$ cat config.mk
export PLATFORM = sky130hd
export DESIGN_NAME = keypad_lock_ctrl
export DESIGN_NICKNAME = d
export VERILOG_FILES = /design/src/rtl/keypad_lock_ctrl.sv
export SDC_FILE = /design/constraint.sdc
export NUM_CORES = 1
export LEC_CHECK = 0
export BUFFER_PORTS_ARGS = -buffer_cell sky130_fd_sc_hd__buf_2
export CAP_MARGIN = 30
export CORE_AREA = 2 2 72 74
export DETAILED_ROUTE_END_ITERATION = 16
export DIE_AREA = 0 0 74 76
export GPL_ROUTABILITY_DRIVEN = 0
export HOLD_SLACK_MARGIN = 0.12
export PLACE_DENSITY = 0.79
export SYNTH_ARGS = -nofsm -noshare
export SYNTH_HDL_FRONTEND = slang
export SYNTH_SLANG_ARGS = --single-unit
export TNS_END_PERCENT = 10
$ cat constraint.sdc
create_clock -name CLOCK_50 -period 3.9 [get_ports CLOCK_50]
set_input_delay 0.78 -clock CLOCK_50 [delete_from_list [all_inputs] [get_ports CLOCK_50]]
set_output_delay 0.78 -clock CLOCK_50 [all_outputs]
set_load 0.005 [all_outputs]
$ cat src/rtl/keypad_lock_ctrl.sv
// Combination-lock session controller for the 3x4 keypad: digit capture, clear,
// enter/compare, timed unlock window, failed-attempt counting and timed lockout.
module keypad_lock_ctrl #(
  parameter logic [15:0] CODE           = 16'h1234,
  parameter int          MAX_TRIES      = 3,
  parameter int          OPEN_CYCLES    = 150000000,
  parameter int          LOCKOUT_CYCLES = 250000000,
  parameter int          CNT_W          = 28
) (
  input  logic        CLOCK_50,
  input  logic        RST_N,
  input  logic        key_valid,
  input  logic [3:0]  key_code,
  output logic [15:0] digits,
  output logic [3:0]  digits_en,
  output logic        unlocked,
  output logic        locked_out,
  output logic        err_pulse,
  output logic [2:0]  fail_cnt
);

  // state   | meaning
  // IDLE    | no digits entered, waiting for a key
  // ENTRY   | 1..4 digits captured
  // CHECK   | compare captured digits against CODE
  // FAIL    | one-cycle wrong-attempt bookkeeping
  // OPEN    | unlock window running
  // LOCKOUT | too many failures, keys ignored until timer expires
  typedef enum logic [2:0] {IDLE, ENTRY, CHECK, FAIL, OPEN, LOCKOUT} state_t;

  localparam logic [CNT_W-1:0] OPEN_TC    = CNT_W'(OPEN_CYCLES - 1);
  localparam logic [CNT_W-1:0] LOCKOUT_TC = CNT_W'(LOCKOUT_CYCLES - 1);
  localparam logic [2:0]       TRIES_MAX  = 3'(MAX_TRIES);

  state_t             state, state_nxt;
  logic [CNT_W-1:0]   timer, timer_nxt;
  logic [15:0]        digits_nxt;
  logic [3:0]         en_nxt;
  logic [2:0]         fail_nxt;
  logic               is_digit, is_star, is_hash, full;

  assign is_digit = key_valid && (key_code <= 4'd9);
  assign is_star  = key_valid && (key_code == 4'd10);
  assign is_hash  = key_valid && (key_code == 4'd11);
  // digits_en doubles as the digit count, so the thermometer is full at four digits
  assign full     = digits_en[3];

  always_comb begin
    state_nxt  = state;
    digits_nxt = digits;
    en_nxt     = digits_en;
    fail_nxt   = fail_cnt;
    case (state)
      IDLE, ENTRY: begin
        if (is_digit) begin
          if (!full) begin
            digits_nxt = {digits[11:0], key_code};
            en_nxt     = {digits_en[2:0], 1'b1};
            state_nxt  = ENTRY;
          end
        end else if (is_star) begin
          digits_nxt = '0;
          en_nxt     = '0;
          state_nxt  = IDLE;
        end else if (is_hash) begin
          if (full) begin
            state_nxt = CHECK;
          end else begin
            digits_nxt = '0;
            en_nxt     = '0;
            fail_nxt   = fail_cnt + 3'd1;
            state_nxt  = FAIL;
          end
        end
      end
      CHECK: begin
        digits_nxt = '0;
        en_nxt     = '0;
        if (digits == CODE) begin
          fail_nxt  = '0;
          state_nxt = OPEN;
        end else begin
          fail_nxt  = fail_cnt + 3'd1;
          state_nxt = FAIL;
        end
      end
      FAIL: begin
        // fail_cnt was already bumped on the way into FAIL
        state_nxt = (fail_cnt == TRIES_MAX) ? LOCKOUT : IDLE;
      end
      OPEN: begin
        if (is_star || timer == OPEN_TC) state_nxt = IDLE;
      end
      LOCKOUT: begin
        if (timer == LOCKOUT_TC) begin
          fail_nxt  = '0;
          state_nxt = IDLE;
        end
      end
      default: begin
        digits_nxt = '0;
        en_nxt     = '0;
        state_nxt  = IDLE;
      end
    endcase

    timer_nxt = '0;
    if (state_nxt == state && (state == OPEN || state == LOCKOUT)) timer_nxt = timer + 1'b1;
  end

  always_ff @(posedge CLOCK_50 or negedge RST_N) begin
    if (!RST_N) begin
      state      <= IDLE;
      timer      <= '0;
      digits     <= '0;
      digits_en  <= '0;
      fail_cnt   <= '0;
      unlocked   <= 1'b0;
      locked_out <= 1'b0;
      err_pulse  <= 1'b0;
    end else begin
      state      <= state_nxt;
      timer      <= timer_nxt;
      digits     <= digits_nxt;
      digits_en  <= en_nxt;
      fail_cnt   <= fail_nxt;
      unlocked   <= (state_nxt == OPEN);
      locked_out <= (state_nxt == LOCKOUT);
      err_pulse  <= (state_nxt == FAIL);
    end
  end

endmodule

==> results.md <==
* Die X at 74 um
* TritonCTS clock tree: built
* Max Slew Vio Count at 0
* Synth Flop Type: dfrtp_1
* Resized cells post-CTS at 0
* Post-route design area at 3222 um2
* Largest family of logic cells by synthesized area: simple AND/OR/NAND/NOR gates
* Grt ovf at 0
* Cells after Synth at 266
* P_sw at 591.9 uW
* Clock Path Buffers at 2
* CP Class: reg -> reg
* Die area at 5624 um2
* Synth Area in Simple Gates at 0.2348
* Startpoint types: flop
* Post-synthesis mux area share at 0.004049
* HPWL Detailed at 3844 um
* R2r setup slk at 1.52 ns
* Yosys warning total at 0
* Core Region at 4912 um2
* Hold buffers post-CTS at 0
* DR vias at 2149
* DR pass1 iterations at 4
* Sequential area share after synthesis at 0.5128
* IO buf count at 32
* Worst IR Drop VDD at 0.0002999 V
* All-layer global routing usage at 0.2207
* Int Pwr at 1.322 mW
* Final net count at 313
* Clock Latency Late Sink at 0.33 ns
* Worst setup margin at 1.522 ns
* Clock power frac at 0.314
* Initial antenna violation count at 0
* Max-cap violations at 0
* Post-synth EDFFs at 0
* Final hold slack at 0.4238 ns
* CP arrival at 2.56 ns
* Critical path data required time at 4.08 ns
* First-pass GRT wire length at 9591 um
* H-tree Lvls at 3
* Hold violation count in the final report at 0
* Synth cell types at 47
* Final setup viols at 0
* Max-slew headroom at 0.5249
* Pre-CTS WS at 1.529 ns
* CTS root buf: clkbuf_8
* Area growth syn-to-layout at 15.83%
* LEAKAGE at 1.457 nW
* Sequential Area at 1426 um2
* Ant diodes at 0
* Top Ports at 33
* CTS buffer count at 9
* FP Rows at 26
* Synth Area in Adders at 0.01350
* Aggregate routed wire length at 5575 um
* Gate power share at 0.227
* Die Y at 76 um
* Area leader, netlist: dfrtp_1
* Initial core utilization at 0.5662
* Vias per std cell at 5.685
* CP endpoint kind: flop
* Post-DP Area at 3003 um2
* DR WL/cell at 14.75 um
* Synth Area in Compound Gates at 0.1206
* Most numerous cell in the Yosys netlist: dfrtp_1
* Pwr dens at 594.0 nW/um2
* Synthesized netlist net count at 276
* Reg2Reg Depth at 5
* XOR/XNOR share of the synthesized area at 0.08187
* Area share of the largest cell type after synthesis at 0.5128
* Postcts setup bufs at 0
* Final Critical Period at 2.378 ns
* Max Clock Freq at 420.5 MHz
* Largest net degree at the start of global routing at 35
* Share of cells above drive strength 1 at 0.1916
* Crit-path max FO at 28
* Tot Pwr at 1.914 mW
* Syn_area_per_cell at 10.46 um2
* Cell Area, Synth at 2781 um2
* Synth top area cells: dfrtp_1, xnor2_1, a22o_1
* Iteration-0 DRC Markers at 123
* Clk slew on worst S/H paths at 0.07 ns
* Antenna-violating nets left at 0
* Drc violations at 0
* Switching Share at 0.3093
* Fillers at 391
* Commonest cells post-synth: dfrtp_1, nor2_1, xnor2_1
* RSZ-0062 raised after global routing: no
* Post-synth ARST share at 1.000
* Flop pwr share at 0.459
* Sink Count at 57
* Setup_tns at 0 ns
* Vias in the first global route at 2040
* Multi-input gate area at 1265 um2
* Fin crit share at 0.6098
* Final Skew at 0.01085 ns
* Flops & latches, synth at 57
* Worst Hold Class: in -> async
* Worst slew pin tran at 0.7100 ns
* Outcome: finished, final reports clean
layout by cell type, fill, tap and decap left out, types with 2 or more instances in the layout:
cell and n:
and2_1 2, bufinv_16 2, a21o_1 2, a211oi_1 3, ha_1 3, inv_1 11
buf_2 32, nand3_1 10, a22o_1 20, nor2_1 39, nor4_1 4, xor2_1 2
nand2_1 18, or3b_2 2, nor3_1 11, o21ai_0 2, nand3b_1 2, nor2b_1 2
nor4b_1 4, clkbuf_8 9, nand4_1 4, buf_4 3, nor4bb_1 2, xnor2_1 24
a21oi_1 4, nor3b_1 2, nand4b_1 3, dfrtp_1 57, and4_1 4, clkinvlp_4 4
power by group through the flow:
stage                     clock, mW  sequential (mW)  combinational, mW
after floorplan                   0            0.858              0.281
after global placement            0            0.885              0.425
after detailed placement          0            0.887              0.437
after CTS                     0.610            0.877              0.441
after global routing          0.641            0.902              0.492
final                         0.600            0.878              0.435
worst max-delay path: stages (launching register included):
cell and delay (ns):
dfrtp_1 0.45, nand4bb_1 0.22, nor4_1 0.61, a21boi_1 0.21
o21ai_4 0.60, nor2_1 0.12
kinds of logic after synthesis:
group	Yosys count
xor+xnor	26
mux	1
simple gates	118
compound gates	41
buf+inv	20
flops	57
fa+ha+maj	3
routing by layer:
layer | GRT usage | share of wire
met2 | 0.3286 | 0.47
met1 | 0.3041 | 0.47
met5 | 0 | 0
met4 | 0.08909 | 0.013
met3 | 0.05952 | 0.043
stage by stage:
step | cells | utilization
after floorplan | 266 | -
after global placement | 362 | 0.6113
after detailed placement | 362 | 0.6113
after CTS | 378 | 0.6559
after global routing | 378 | 0.6559
final | 378 | 0.6559
sequential cells by signal (all words and copies together), names as in the netlist:
name and flops:
err_pulse 1, unlocked 1, state 3, fail_cnt 3
timer 28, digits_en 4, digits 16, locked_out 1
worst paths after layout:
path | from | endpoint
min in group CLOCK_50 | timer[0] | timer[0]
max in group asynchronous | RST_N | timer[0]
setup reg to reg | timer[20] | timer[10]
hold / removal | RST_N | digits[6]
hold reg to reg | timer[0] | timer[0]
setup / recovery | timer[20] | timer[10]
area by class of cell:
class,instances,share of cell area
clock buffer,9,0.03845
clock inverter,7,0.02951
inverter,11,0.01282
multi-input combinational,189,0.3926
sequential,57,0.4427
tap,70,0.02718
timing repair buffer,35,0.05670
Note: power is estimated with default switching activity, not from simulation.
